**src/rtl/reaction_timer_bcd.sv**
```systemverilog
// Reaction timer: counts divider ticks in packed BCD from lights-out to the
// player's button press, flagging false starts and saturation.
module reaction_timer_bcd #(
    parameter int unsigned DIGITS = 4
) (
    input  logic                  i_clk,
    input  logic                  i_rst_n,
    input  logic                  i_tick,
    input  logic                  i_arm,
    input  logic                  i_start,
    input  logic                  i_stop,
    input  logic                  i_clear,
    output logic [4*DIGITS-1:0]   o_bcd,
    output logic                  o_running,
    output logic                  o_done,
    output logic                  o_false_start,
    output logic                  o_overflow,
    output logic                  o_valid
);

    localparam int unsigned W = 4 * DIGITS;

    typedef enum logic [1:0] {
        S_IDLE  = 2'd0,
        S_ARMED = 2'd1,
        S_RUN   = 2'd2,
        S_DONE  = 2'd3
    } state_e;

    state_e         state_q, state_d;
    logic [W-1:0]   bcd_q, bcd_d;
    logic           stop_q, stop_d;
    logic           false_start_q, false_start_d;
    logic           overflow_q, overflow_d;
    logic           running_q, running_d;
    logic           done_q, done_d;
    logic           done_dly_q, done_dly_d;
    logic           valid_q, valid_d;
    logic           stop_rise;
    logic           bcd_all9;

    function automatic logic [W-1:0] bcd_inc(input logic [W-1:0] v);
        logic [W-1:0] r;
        logic         carry;
        r     = v;
        carry = 1'b1;
        for (int unsigned i = 0; i < DIGITS; i++) begin
            if (carry) begin
                if (v[4*i +: 4] == 4'd9) begin
                    r[4*i +: 4] = 4'd0;
                end else begin
                    r[4*i +: 4] = 4'(v[4*i +: 4] + 4'd1);
                    carry       = 1'b0;
                end
            end
        end
        return r;
    endfunction

    function automatic logic all_nines(input logic [W-1:0] v);
        logic r;
        r = 1'b1;
        for (int unsigned i = 0; i < DIGITS; i++) begin
            if (v[4*i +: 4] != 4'd9) r = 1'b0;
        end
        return r;
    endfunction

    assign stop_d    = i_stop;
    assign stop_rise = i_stop & ~stop_q;
    assign bcd_all9  = all_nines(bcd_q);

    // State and datapath registers; stop_q resets high so a held button is not an edge
    always_ff @(posedge i_clk) begin
        if (!i_rst_n) begin
            state_q       <= S_IDLE;
            bcd_q         <= '0;
            stop_q        <= 1'b1;
            false_start_q <= 1'b0;
            overflow_q    <= 1'b0;
            running_q     <= 1'b0;
            done_q        <= 1'b0;
            done_dly_q    <= 1'b0;
            valid_q       <= 1'b0;
        end else begin
            state_q       <= state_d;
            bcd_q         <= bcd_d;
            stop_q        <= stop_d;
            false_start_q <= false_start_d;
            overflow_q    <= overflow_d;
            running_q     <= running_d;
            done_q        <= done_d;
            done_dly_q    <= done_dly_d;
            valid_q       <= valid_d;
        end
    end

    // Next state; priority clear > stop edge > start > arm
    always_comb begin
        state_d = state_q;
        if (i_clear) begin
            state_d = S_IDLE;
        end else begin
            case (state_q)
                S_IDLE:  if (i_arm) state_d = S_ARMED;
                S_ARMED: begin
                    if (stop_rise)    state_d = S_DONE;
                    else if (i_start) state_d = S_RUN;
                end
                S_RUN:   if (stop_rise || (i_tick && bcd_all9)) state_d = S_DONE;
                S_DONE:  if (i_arm) state_d = S_ARMED;
                default: state_d = S_IDLE;
            endcase
        end
    end

    // Count, sticky flags and status outputs
    always_comb begin
        bcd_d         = bcd_q;
        false_start_d = false_start_q;
        overflow_d    = overflow_q;
        if (i_clear) begin
            bcd_d         = '0;
            false_start_d = 1'b0;
            overflow_d    = 1'b0;
        end else begin
            case (state_q)
                S_IDLE, S_DONE: begin
                    if (i_arm) begin
                        bcd_d         = '0;
                        false_start_d = 1'b0;
                        overflow_d    = 1'b0;
                    end
                end
                S_ARMED: begin
                    if (stop_rise) begin
                        false_start_d = 1'b1;
                        bcd_d         = '0;
                    end else if (i_start) begin
                        bcd_d = '0;
                    end
                end
                S_RUN: begin
                    if (i_tick) begin
                        if (bcd_all9) overflow_d = 1'b1;
                        else          bcd_d      = bcd_inc(bcd_q);
                    end
                end
                default: bcd_d = bcd_q;
            endcase
        end
        running_d  = (state_d == S_RUN);
        done_d     = (state_d == S_DONE);
        done_dly_d = done_q;
        valid_d    = done_q & ~done_dly_q;
    end

    assign o_bcd         = bcd_q;
    assign o_running     = running_q;
    assign o_done        = done_q;
    assign o_false_start = false_start_q;
    assign o_overflow    = overflow_q;
    assign o_valid       = valid_q;

endmodule
```
**config.mk**
```make
export PLATFORM = sky130hd
export DESIGN_NAME = reaction_timer_bcd
export DESIGN_NICKNAME = d
export VERILOG_FILES = /design/src/rtl/reaction_timer_bcd.sv
export SDC_FILE = /design/constraint.sdc
export NUM_CORES = 1
export LEC_CHECK = 0
export CAP_MARGIN = 20
export CORE_MARGIN = 1
export CORE_UTILIZATION = 46
export DETAILED_ROUTE_END_ITERATION = 10
export MAX_ROUTING_LAYER = met4
export PLACE_DENSITY = 0.8
export SYNTH_ARGS = -nofsm -noshare
export SYNTH_HDL_FRONTEND = slang
export SYNTH_SLANG_ARGS = --single-unit
```
**constraint.sdc**
```tcl
create_clock -name i_clk -period 1.87 [get_ports i_clk]
set_input_delay 0.561 -clock i_clk [delete_from_list [all_inputs] [get_ports i_clk]]
set_output_delay 0.561 -clock i_clk [all_outputs]
set_load 0.02 [all_outputs]
```
==> results of run 1 <==
-- critical path, cell delays in order, from the launching register on --
cell	delay (ns)
dfxtp_4	0.39
ha_1	0.20
nand3b_1	0.15
buf_6	0.14
nor4_4	0.05
buf_4	0.13
buf_4	0.14
or4_1	0.50
a21oi_2	0.13
-- cells by family after synthesis --
family	after synthesis	synth area share
AOI/OAI and AO/OA	41	0.2048
adders and majority gates	10	0.08532
buffers and inverters	17	0.04522
DFF	25	0.3413
muxes	1	0.006826
and+or+nand+nor	70	0.3166
-- layout by cell type, fill, tap and decap left out, types with 4 or more instances in the layout --
cell type        count
dlygate4sd2_1       18
o31ai_2              4
a32o_1               4
o21ai_0              5
a21oi_1              9
nor2_1               4
inv_1                9
nand2_1             10
dfxtp_1             17
nor2b_1              4
nand3_1              7
ha_1                 9
clkdlybuf4s50_1      6
dfxtp_2              5
nor3_1               5
buf_4               41
nand2b_1             8
nand4_1              5
-- cell type report --
cell class | instances | area [sq um] | share of cell area
Clock inverter | 1 | 7.507 | 0.003409
Clock buffer | 3 | 22.52 | 0.01023
Sequential cell | 25 | 518.0 | 0.2352
Inverter | 11 | 41.29 | 0.01875
Tap cell | 44 | 55.05 | 0.02500
Timing Repair Buffer | 70 | 585.6 | 0.2659
Multi-Input combinational cell | 122 | 972.2 | 0.4415
-- per-layer routing --
layer | GRT usage | wire length [um] | vias to the layer above
li1 | - | - | 749
met1 | 0.2832 | 1770 | 772
met2 | 0.4384 | 2120 | 54
met3 | 0.03516 | 158 | 11
met4 | 0.1020 | 80 | 0
met5 | - | 0 | -
-- registers in the layout, summed over array words and instances (netlist names) --
register / flops
o_overflow: 1
o_running: 1
o_valid: 1
stop_q: 1
o_bcd: 16
state_q: 2
done_dly_q: 1
o_false_start: 1
o_done: 1
-- final timing paths --
| check | end | slack (ns) |
|---|---|---|
| setup / recovery | o_bcd[2] | -0.02 |
| hold / removal | o_valid | 0.39 |
| setup reg to reg | o_bcd[2] | -0.02 |
| hold reg to reg | o_valid | 0.39 |
-- stage by stage --
step | std cells | hold slack, ns
2_1_floorplan | 164 | 0.3674
3_3_place_gp | 266 | 0.3722
3_5_place_dp | 266 | 0.3789
4_1_cts | 272 | 0.3985
5_1_grt | 276 | 0.4167
6_report | 276 | 0.3941
-- where the power goes --
group          total (mW)  switching, mW  internal [mW]  leakage [nW]
Clock               0.264          0.182         0.0822        0.0139
Sequential          0.542        0.00510          0.537         0.207
Combinational       0.215          0.109          0.106         0.863
Total                1.02          0.296          0.725          1.08
-- timing repair --
item	in CTS	in global routing
setup endpoints to repair	25	17
resized for setup	21	25
endpoints found under the hold margin	0	0
pin swaps	1	6
setup buffers	2	4
hold buffers	0	0
==> summary.md, run 1 <==
| Metric | Value |
|---|---|
| Seq cells post-synth | 25 |
| Relative slew slack | 0.7329 |
| FF-to-FF path depth | 8 |
| Netlist cell types | 48 |
| Longest Clk Path Bufs | 2 |
| Setup TNS Final | -0.02070 ns |
| Power Density | 463.8 mW/mm^2 |
| Max Freq | 530.0 MHz |
| Yosys top cell by area | dfxtp_1 |
| WL per Instance | 14.96 um |
| Vias per inst | 5.746 |
| Total wire length | 4.129 mm |
| DRT Pass-1 Iters | 5 |
| CTS Buf Count | 3 |
| Layout Nets | 250 |
| Worst EP arrival | 2.17 ns |
| Max Cap Viol | 0 |
| Initial antenna violation count | 0 |
| Largest net degree at the start of global routing | 16 |
| Area Growth Syn to Fin | 50.17% |
| Synth top area cells | dfxtp_1 (34%), ha_1 (8.5%), a21oi_1 (3.4%) |
| Synth Warn # | 0 |
| Vias | between 1500 and 2000 |
| # fillers | 234 |
| Worst Hold Class | flip-flop to flip-flop |
| H-Tree Depth | 1 |
| Post-route cell area | 0.002202 sq mm |
| Syn nets | 181 |
| Hold Path Depth | 1 |
| Power Total | 1.021 mW |
| Reg clk slew, reported paths | 0.14 ns |
| Hold Crit Start | done_dly_q |
| Setup violators final | 2 |
| CTS tree | yes |
| Post-synth top flop | dfxtp_1 |
| Clk sinks | 25 |
| Violated checks | setup timing |
| Status | finished with violations |
| Row cnt | 20 |
| CP required | ~2.2 ns |
| Top Ports | 28 |
| Synth Area per Inst | roughly 8.9 sq um |
| Worst setup slack after layout | -0.01673 ns |
| Max Clock Skew | about 0.0050 ns |
| Via count of the first global-routing pass | 1503 |
| Pins Over Slew Limit | 0 |
| Routability cong. | 0.8714 |
| VDD IR max | 0.0002839 V |
| Dpl cell area | 0.002048 sq mm |
| CP Capture Type | flip-flop |
| Top cell type's share of synthesized area | 0.3413 |
| Number of synthesized flops with an enable pin | 0 |
| Crit path launch | o_bcd[8] |
| # port buffers | 27 |
| Seq/Total Area, Yosys | 0.3413 |
| Layout cells sized above 1 | 0.3362 |
| Worst reg2reg path startpoint | o_bcd[8] |
| Die X | 58.46 um |
| Tightest Pin Transition | 0.4007 ns |
| GRT Util Overall | 0.2489 |
| Die H | just under 60 um |
| Worst slack, placed | -0.3681 ns |
| Synth cell count leaders | dfxtp_1 (25), a21oi_1 (10), ha_1 (10), inv_1 (10), nand2_1 (10) |
| Crit-path max FO | 5 |
| Hpwl dp | 2.898 mm |
| Hold Vio Cnt, Final | 0 |
| Core Area | 0.003028 sq mm |
| Die Footprint | 0.003418 sq mm |
| 1st-iter DRT viols | 90 |
| Post-route clock period utilization | 1.009 |
| # diodes | 0 |
| Layout Utilization | 0.7273 |
| First-pass GRT wire length | 6.451 mm |
| Top-count cell post-synth | dfxtp_1 |
| Min Clock Period, post-route | 1.887 ns |
| Unrepaired setup endpoints after global routing | true |
| Clock latency on the worst-skew pair | approximately 0.34 ns |
| Post-synth ARST share | 0 |
| Leakage | roughly 1.1 nW |
| Critical Path Start Type | flip-flop |
| Synthesized area | about 0.0015 sq mm |
| Synth Instances | 164 |
| CP Class | flip-flop to flip-flop |
| DRC viols | 0 |
| Root Buffer | clkbuf_4 |
| Routed Antenna Nets | 0 |
| Gr ovfl total | 0 |
| Initial Utilization | 0.4843 |
(Power assumes the default switching activity.)
==> run 2: changes to the inputs <==
--- a/config.mk
+++ b/config.mk
@@ -6,6 +6,7 @@
 export NUM_CORES = 1
 export LEC_CHECK = 0
 export CAP_MARGIN = 20
+export CORE_ASPECT_RATIO = 0.9
 export CORE_MARGIN = 1
 export CORE_UTILIZATION = 46
 export DETAILED_ROUTE_END_ITERATION = 10
==> run 2 against run 1 <==
The flow now finishes without violations. Power up 2.5%. Critical path depth is 2 lower. Maximum frequency rose by 3.0%. Non-clock buffer count grew 4. Count of clock-buffer cells in the layout up 1. Wire length rose by 6.4%. Clock skew rose by 0.0018 ns. Combinational power grew 17%. Core utilization up 2.1 points. Clock power decreased by 5%. Sequential power about the same. Sequential cell count is the same. Critical path type is now input pin to flip-flop. Critical endpoint is now o_bcd[5].
==> summary.md, run 2 (synthesis gave the netlist of run 1 again) <==
| Metric | Value |
|---|---|
| Min Clock Period, post-route | 1.832 ns (-0.05486 ns) |
| # diodes | 0 (unchanged) |
| Longest Clk Path Bufs | 2 (unchanged) |
| Largest net degree at the start of global routing | 14 (-2) |
| Hpwl dp | 2.987 mm (+3.1%) |
| Clk sinks | 25 (unchanged) |
| Max Clock Skew | 0.006873 ns (+0.001849 ns) |
| Relative slew slack | 0.6965 (-0.03634) |
| Max Cap Viol | 0 (unchanged) |
| Tightest Pin Transition | 0.4552 ns (+0.05451 ns) |
| Routed Antenna Nets | 0 (unchanged) |
| Area Growth Syn to Fin | 55.29% |
| Setup violators final | 0 (-2) |
| Die X | 61.52 um (+5.2%) |
| Reg clk slew, reported paths | 0.14 ns (about the same) |
| Max FFs per register | 16 (unchanged) |
| Crit-path max FO | 8 (+3) |
| Worst hold slack | 0.3989 ns (+0.004807 ns) |
| First-pass GRT wire length | 7.017 mm (+8.8%) |
| Via count of the first global-routing pass | 1607 (+6.9%) |
| Layout Utilization | 0.7484 (+0.02108) |
| CP Capture Type | flip-flop |
| 1st-iter DRT viols | 108 (+20%) |
| Root Buffer | clkbuf_4 |
| CTS Buf Count | 3 (unchanged) |
| Leakage | 1.131 nW (+4.3%) |
| Die H | 55.57 um (-5.0%) |
| Vias | 1624 (+2.4%) |
| Pins Over Slew Limit | 0 (unchanged) |
| Layout cells sized above 1 | 0.3729 (+0.03667) |
| CP required | 2.08 ns (-0.07 ns) |
| # port buffers | 27 (unchanged) |
| Core Area | 0.003043 sq mm (+0.50%) |
| Gr ovfl total | 0 (unchanged) |
| Post-route clock period utilization | 0.9796 (-0.02934) |
| Hold Vio Cnt, Final | 0 (unchanged) |
| Total wire length | 4.393 mm (+6.4%) |
| Status | completed |
| Worst Hold Class | flip-flop to flip-flop |
| # fillers | 243 (+3.8%) |
| Most frequent cells in the layout | buf_4 (45), dfxtp_1 (19), dlygate4sd2_1 (17), nand2_1 (10), inv_1 (9) |
| Top Ports | 28 (unchanged) |
| H-Tree Depth | 1 (unchanged) |
| CP Class | input pin to flip-flop |
| Layout Nets | 254 (+1.6%) |
| WL per Instance | 15.80 um (+5.6%) |
| Clock latency on the worst-skew pair | 0.33 ns (about the same) |
| Initial antenna violation count | 0 (unchanged) |
| Critical Path Start Type | input pin |
| Worst EP arrival | 2.04 ns (-0.13 ns) |
| Row cnt | 19 (-5.0%) |
| CTS tree | yes |
| Routability cong. | 0.9077 (+4.2%) |
| DRC viols | 0 (unchanged) |
| Die Footprint | 0.003418 sq mm (about the same) |
| DRT Pass-1 Iters | 4 (-1) |
| Vias per inst | 5.842 (+1.7%) |
| VDD IR max | 0.0003806 V (+34%) |
| Initial Utilization | 0.4819 (-0.002390) |
| GRT Util Overall | 0.2750 (+0.02613) |
| Max Freq | 545.9 MHz (+3.0%) |
| Power Density | 459.6 mW/mm^2 (-0.89%) |
| Commonest non-fill, non-tap cell in the layout | buf_4 |
==> run 2: changes by cell type in the layout (fill, tap and decap cells not counted), moves of 2 or more <==
cell / delta
dfxtp_1: +2
dfxtp_4: -3
o31ai_2: +2
buf_4: +4
nor2b_4: +2
o31ai_1: -2
==> run 2: path summary, 6_finish.rpt <==
path | from | to | slack (ns) | cells after the start
setup / recovery | i_arm | o_bcd[5] | 0.04 | 6
hold / removal | done_dly_q | o_valid | 0.40 | 1
setup reg to reg | state_q[0] | o_bcd[5] | 0.05 | 7
hold reg to reg | done_dly_q | o_valid | 0.40 | 1
==> run 2: repair_timing <==
action                                  4_1_cts  5_1_grt
setup buffers                                 1        3
gates resized for setup                      27       23
endpoints found under the setup margin       28       14
pin swaps                                     4        5
hold buffers                                  0        0
==> run 2: through the flow <==
step	setup WS (ns)	total power [mW]	TNS [ns]	cells	area (sq um)
after floorplan	0.03278	0.6528	0	164	1470
after global placement	-0.2662	0.7584	-3.382	270	2103
after detailed placement	-0.3546	0.7671	-4.997	270	2103
after CTS	0.008170	1.023	0	275	2162
after global routing	-0.02343	1.091	-0.05883	278	2277
final	0.03813	1.047	0	278	2277
==> run 2: layout make-up <==
class                   count  area (sq um)  share of cell area
multi-input cells         122          1021              0.4484
inverters                  11         41.29             0.01813
well taps                  42         52.55             0.02308
clock buffers               4         26.28             0.01154
repair buffers             74         628.1              0.2758
flip-flops and latches     25         508.0              0.2231
==> run 2: worst max-delay path: stages <==
cell and delay, ns:
clkdlybuf4s50_1 0.54, nor2b_4 0.08, a211o_4 0.36, buf_4 0.16
o31ai_2 0.23, a21oi_1 0.10
==> run 2: layer usage <==
metal / routed length (um) / up-vias / global-route usage
li1: - / 760 / -
met1: 1794 / 782 / 0.3148
met2: 2287 / 66 / 0.4747
met3: 210 / 16 / 0.05152
met4: 99 / 0 / 0.07937
met5: 0 / - / -
==> run 2: report_power, final <==
group | internal (mW) | leakage [nW] | switching (mW) | total [mW]
combinational | 0.128 | 0.911 | 0.123 | 0.251
clock | 0.0837 | 0.0150 | 0.167 | 0.251
sequential | 0.541 | 0.205 | 0.00438 | 0.545
total | 0.752 | 1.13 | 0.294 | 1.05
==> run 3: changes to the inputs <==
--- a/config.mk
+++ b/config.mk
@@ -9,6 +9,7 @@
 export CORE_ASPECT_RATIO = 0.9
 export CORE_MARGIN = 1
 export CORE_UTILIZATION = 46
+export CTS_CLUSTER_DIAMETER = 60
 export DETAILED_ROUTE_END_ITERATION = 10
 export MAX_ROUTING_LAYER = met4
 export PLACE_DENSITY = 0.8
==> results of run 3 <==
Final layout, timing and power as in run 2 (identical DEF).
